## src/rtl/final_error_detector_pkg.sv

```systemverilog
// Shared constants and helpers for the Razor-style timing-error detector.
package final_error_detector_pkg;

  // Default width of the optional saturating error counter.
  localparam int unsigned CNT_W_DEFAULT = 8;

  // Saturating increment for a counter of the given width (width 1..32).
  function automatic logic [31:0] sat_inc(input logic [31:0] value, input int unsigned width);
    logic [31:0] max_val;
    max_val = (width >= 32) ? 32'hFFFF_FFFF : ((32'd1 << width) - 32'd1);
    return (value >= max_val) ? max_val : value + 32'd1;
  endfunction

endpackage

```

## src/rtl/final_error_detector_bit.sv

```systemverilog
// One monitored bit: rising-edge main flop, falling-edge shadow flop and the
// live mismatch between the bus and the last rising-edge sample.
module final_error_detector_bit (
  input  logic clk,
  input  logic reset,
  input  logic data,
  output logic main_q,
  output logic shadow_q,
  output logic mismatch
);

  // Main sample taken at the launch edge.
  always_ff @(posedge clk or posedge reset) begin
    if (reset) main_q <= 1'b0;
    else       main_q <= data;
  end

  // Shadow sample taken at the end of the clock-high detection window.
  always_ff @(negedge clk or posedge reset) begin
    if (reset) shadow_q <= 1'b0;
    else       shadow_q <= data;
  end

  assign mismatch = data ^ main_q;

endmodule

```

## src/rtl/final_error_detector.sv

```systemverilog
// Razor-style timing-error detector. The clock-high phase is the detection
// window: a net change of data between the rising and falling edge flags a
// late transition, selects the shadow sample on q and raises error one cycle.
// Optional feature: define ERROR_COUNT_EN to add the saturating err_count port.
module final_error_detector
  import final_error_detector_pkg::*;
#(
  parameter int unsigned WIDTH = 1,
  parameter int unsigned CNT_W = CNT_W_DEFAULT
) (
  input  logic             clk,
  input  logic             reset,
  input  logic [WIDTH-1:0] data,
  output logic             error,
  output logic             transition,
  output logic [WIDTH-1:0] q
`ifdef ERROR_COUNT_EN
  ,
  output logic [CNT_W-1:0] err_count
`endif
);

  if (WIDTH < 1 || CNT_W < 1 || CNT_W > 32) begin : g_param_check
    $error("final_error_detector: WIDTH must be >= 1 and CNT_W in 1..32");
  end

  logic [WIDTH-1:0] main_q;
  logic [WIDTH-1:0] shadow_q;
  logic [WIDTH-1:0] mismatch;
  logic             win_err;

  for (genvar i = 0; i < WIDTH; i++) begin : g_bit
    final_error_detector_bit u_bit (
      .clk      (clk),
      .reset    (reset),
      .data     (data[i]),
      .main_q   (main_q[i]),
      .shadow_q (shadow_q[i]),
      .mismatch (mismatch[i])
    );
  end

  // Capture whether the window ended with a net difference from the main sample.
  always_ff @(negedge clk or posedge reset) begin
    if (reset) win_err <= 1'b0;
    else       win_err <= |mismatch;
  end

  // Report the window result as a one-cycle flag aligned to the next launch edge.
  always_ff @(posedge clk or posedge reset) begin
    if (reset) error <= 1'b0;
    else       error <= win_err;
  end

  // Masked during reset so an active bus cannot leak through the cleared main flop.
  assign transition = reset ? 1'b0 : |mismatch;
  assign q          = win_err ? shadow_q : main_q;

`ifdef ERROR_COUNT_EN
  logic [CNT_W-1:0] err_count_q;

  // Count violations on the same edge that raises error, saturating at all-ones.
  always_ff @(posedge clk or posedge reset) begin
    if (reset)        err_count_q <= '0;
    else if (win_err) err_count_q <= CNT_W'(sat_inc(32'(err_count_q), CNT_W));
  end

  assign err_count = err_count_q;
`endif

endmodule

```

## config.mk

```make
export PLATFORM = sky130hd
export DESIGN_NAME = final_error_detector
export DESIGN_NICKNAME = d
export VERILOG_FILES = /design/src/rtl/final_error_detector_pkg.sv /design/src/rtl/final_error_detector_bit.sv /design/src/rtl/final_error_detector.sv
export SDC_FILE = /design/constraint.sdc
export NUM_CORES = 1
export LEC_CHECK = 0
export ABC_AREA = 1
export BUFFER_PORTS_ARGS = -buffer_cell sky130_fd_sc_hd__buf_2
export CAP_MARGIN = 5
export CORE_AREA = 2 2 39 41
export DETAILED_ROUTE_END_ITERATION = 7
export DIE_AREA = 0 0 41 43
export SETUP_SLACK_MARGIN = 0.05
export SLEW_MARGIN = 20
export SYNTH_ARGS = -nofsm -noshare
export SYNTH_HDL_FRONTEND = slang
export SYNTH_SLANG_ARGS = --single-unit
```

## constraint.sdc

```tcl
create_clock -name clk -period 2.1 [get_ports clk]
set_input_delay 0.315 -clock clk [delete_from_list [all_inputs] [get_ports clk]]
set_output_delay 0.315 -clock clk [all_outputs]
set_load 0.01 [all_outputs]
```

### Word level (Yosys, flattened, before mapping)

Index checks and enable logic that the tools add are counted.

| operators by class | value |
|---|---|
| $add $sub $neg | 0 |
| multipliers | 0 |
| div/mod/pow operators | 0 |
| magnitude comparators | 0 |
| equality and inequality tests | 0 |
| shift operators | 0 |
| muxes and demuxes | 2 |
| bitwise logic cells | 1 |
| reductions and logical operators | 0 |

Operators with widths:

| cell | number |
|---|---|
| 1-bit 2-to-1 mux | 2 |
| 1-bit XOR | 1 |

| storage, ports and cells | value |
|---|---|
| flip-flop bits (word level) | 4 |
| latch bits | 0 |
| bits in writable memories | 0 |
| ROM bits | 0 |
| input port bits | 3 |
| output and inout port bits | 3 |
| logic and storage cells | 7 |
| memories | 0 |

### Depth between registers and ports, before layout

| depth | value |
|---|---|
| depth in word-level cells | 2 |
| mapped depth | 4 |
| mapped depth without buffers | 4 |

### Hierarchy

From an unflattened synthesis, not the netlist that was laid out.

| unflattened totals | value |
|---|---|
| cells, all modules | 17 |
| area total of the unflattened synthesis | 148.9 µm² |

By module, submodules not included:

| module | instances | cells an instance | area an instance (µm²) | seq. area each (µm²) |
|---|---|---|---|---|
| final_error_detector | 1 | 9 | 76.3 | 50.0 |
| final_error_detector_bit | 1 | 8 | 72.6 | 50.0 |

==> results.sh <==
export IMPL_drtIter0Drc=0
export IMPL_numCtsBuffers=3
export IMPL_synth_top_area_share_pct=34.19
export IMPL_die_h_um=43
export IMPL_num_fill_cells=162
export IMPL_design_area_sq_um=231.5
export IMPL_synthTopCellsByArea="dfrtn_1, dfrtp_1, inv_1, nand2_2, nand2_1"
export IMPL_syn_to_final_growth_pct=58.12
export IMPL_initial_core_util_pct=10.58
export IMPL_cp_data_arrival_time_ns=1.96
export IMPL_violations="negative setup slack"
export IMPL_num_io_pins=6
export IMPL_final_core_util_pct=16.73
export IMPL_grt_pass1_wl_um=310
export IMPL_synth_seq_cells=4
export IMPL_combPwrFrac_pct=10.8
export IMPL_yosysTopAreaCell="dfrtn_1"
export IMPL_required_ns=1.78
export IMPL_multi_input_area_sq_um=31.28
export IMPL_path_cells="nand2_1 -> o21ai_1 -> buf_2"
export IMPL_grt_util_met1_pct=1.618
export IMPL_port_buffers=5
export IMPL_cts_sinks=4
export IMPL_syn_nets=17
export IMPL_first_global_vias=105
export IMPL_hold_path_class="input port to register"
export IMPL_grt_start_max_net_pins=5
export IMPL_synthDistinctLibCells=7
export IMPL_ant_nets=0
export IMPL_avgRoutedWirePerCell_um=5.750
export IMPL_maxCapViolations=0
export IMPL_grtUsageMet3_pct=0
export IMPL_path_class="register to output pin"
export IMPL_outcome="complete, but fails checks"
export IMPL_num_rows=14
export IMPL_dieArea_sq_um=1763
export IMPL_final_max_slew_viol_count=0
export IMPL_synth_cells=14
export IMPL_cp_slowest_cell="dfrtn_1"
export IMPL_hold_violations=0
export IMPL_routed_via_density=3.000
export IMPL_p_per_area_nw_per_um2=858.6
export IMPL_routed_wl_um=230
export IMPL_cts_clk_slew_worst_paths_ns=0.03
export IMPL_place_ws_ns=0.06497
export IMPL_tightest_slew_ns=0.1483
export IMPL_clk_latency_ns=0.25
export IMPL_final_seq_area_sq_um=100.1
export IMPL_grt_busiest_layer="met4"
export IMPL_finalSetupViolCount=1
export IMPL_p_leak_nw=0.1245
export IMPL_final_net_count=29
export IMPL_drive_above_1_share_pct=50.00
export IMPL_synth_common_cells="inv_1, dfrtn_1, dfrtp_1, nand2_1, nand2_2"
export IMPL_switching_power_uw=41.86
export IMPL_gp_congestion=0.6139
export IMPL_rsz0062_at_grt="yes"
export IMPL_antenna_cells=0
export IMPL_maxSlewHeadroom_pct=90.10
export IMPL_p_seq_share_pct=42.6
export IMPL_grt_use_met2_pct=4.063
export IMPL_worst_slack_ns=-0.1736
export IMPL_ir_drop_mv=0.09883
export IMPL_yosysSeqAreaShare_pct=68.38
export IMPL_fp_dieW_um=41
export IMPL_cts_tree="done"
export IMPL_place_area_sq_um=191.4
export IMPL_post_synth_top_count_cell="inv_1"
export IMPL_core_area_sq_um=1384
export IMPL_clockRootBuffer="clkbuf_4"
export IMPL_path_max_fanout=3
export IMPL_skew_ns=0.01511
export IMPL_clock_path_buffers=2
export IMPL_htree_levels=1
export IMPL_grt_overflow_total=0
export IMPL_firstDrtPassIters=1
export IMPL_synth_edf_count=0
export IMPL_endpoint_kind="output pin"
export IMPL_synthFlopType="dfrtp_1"
export IMPL_dp_hpwl_um=183.3
export IMPL_async_flop_share_pct=100.0
export IMPL_power_internal_uw=156.9
export IMPL_synth_avg_cell_area_sq_um=10.46
export IMPL_p_clk_share_pct=46.6
export IMPL_ys_warn_count=0
export IMPL_via_count=120
export IMPL_drc=0
export IMPL_switching_share_pct=21.06
export IMPL_cp_slowest_stage_delay_ns=0.41
export IMPL_grt_usage_pct=3.924
export IMPL_antenna_found_initial=0
export IMPL_setup_tns_ns=-0.1736
export IMPL_start_kind="register"
export IMPL_synth_area_sq_um=146.4
layout make-up:
cell class                 instances  area share, %
tap                               16          8.649
sequential                         4          43.24
multi-input combinational          6          13.51
inverter                           4          6.486
clock buffer                       3          9.730
timing repair buffer               7          18.38
per-stage QoR:
stage | hold WS (ns) | cells | power, mW
after floorplan | 0.08105 | 14 | 0.09559
after global placement | 0.2200 | 35 | 0.1038
after detailed placement | 0.2224 | 35 | 0.1041
after CTS | 0.2204 | 40 | 0.2051
after global routing | 0.2214 | 40 | 0.2118
final | 0.2276 | 40 | 0.1987
worst max-delay path: cells and delay by family (launching register included):
kind | cells | cell delay, ns
compound gates | 1 | 0.06
buf+inv | 1 | 0.14
flops | 1 | 0.41
simple gates | 1 | 0.05
state kept, by name (all words and copies together) (netlist names):
name,flops
g_bit.u_bit.main_q,1
error,1
win_err,1
g_bit.u_bit.shadow_q,1
routing by layer:
layer  part of all wire [%]  wire length (um)
met5                      0                 0
met2                     52               119
met4                     14                32
met3                    6.1                14
met1                     28                64
final timing paths:
path,cells after the start,endpoint,startpoint,slack [ns]
worst min register to register,4,win_err$_DFF_NP0_,g_bit[0].u_bit.main_q$_DFF_PP0_,1.49
worst max-delay path,3,q,win_err$_DFF_NP0_,-0.17
max in group asynchronous,3,g_bit[0].u_bit.shadow_q$_DFF_NP0_,reset,0.47
worst max register to register,4,win_err$_DFF_NP0_,g_bit[0].u_bit.main_q$_DFF_PP0_,0.33
min in group asynchronous,3,error$_DFF_PP0_,reset,0.53
worst min-delay path,1,g_bit[0].u_bit.main_q$_DFF_PP0_,data,0.23
cell families (layout without fill, tap and decap cells):
kind of cell,count (synthesis),count (layout),synth area share [%]
and+or+nand+nor,5,5,17.95
DFF,4,4,68.38
buffers and inverters,4,14,10.25
AOI/OAI and AO/OA,1,1,3.416
placed cells by master (no fill, tap or decap):
master         synthesis  routed
buf_2                  0       5
inv_1                  4       4
clkbuf_4               0       3
nand2_1                2       2
nand2_2                2       2
dfrtp_1                2       2
dfrtn_1                2       2
o21ai_1                0       1
nor2_2                 1       1
dlygate4sd3_1          0       1
buf_4                  0       1
power by group through the flow:
| stage | combinational (mW) | clock [mW] | sequential (mW) |
|---|---|---|---|
| 2_1_floorplan | 0.00939 | 0 | 0.0862 |
| 3_3_place_gp | 0.0182 | 0 | 0.0856 |
| 3_5_place_dp | 0.0183 | 0 | 0.0858 |
| 4_1_cts | 0.0221 | 0.0981 | 0.0848 |
| 5_1_grt | 0.0237 | 0.103 | 0.0854 |
| 6_report | 0.0214 | 0.0925 | 0.0848 |
timing repair:
item                                    CTS  global route
resized for setup                         1             0
buffers inserted                          1             0
endpoints found under the setup margin    1             1
hold buffers                              1             0
pin swaps                                 1             0
hold endpoints to repair                  2             0
No activity file was read; power rests on OpenSTA's default activity.
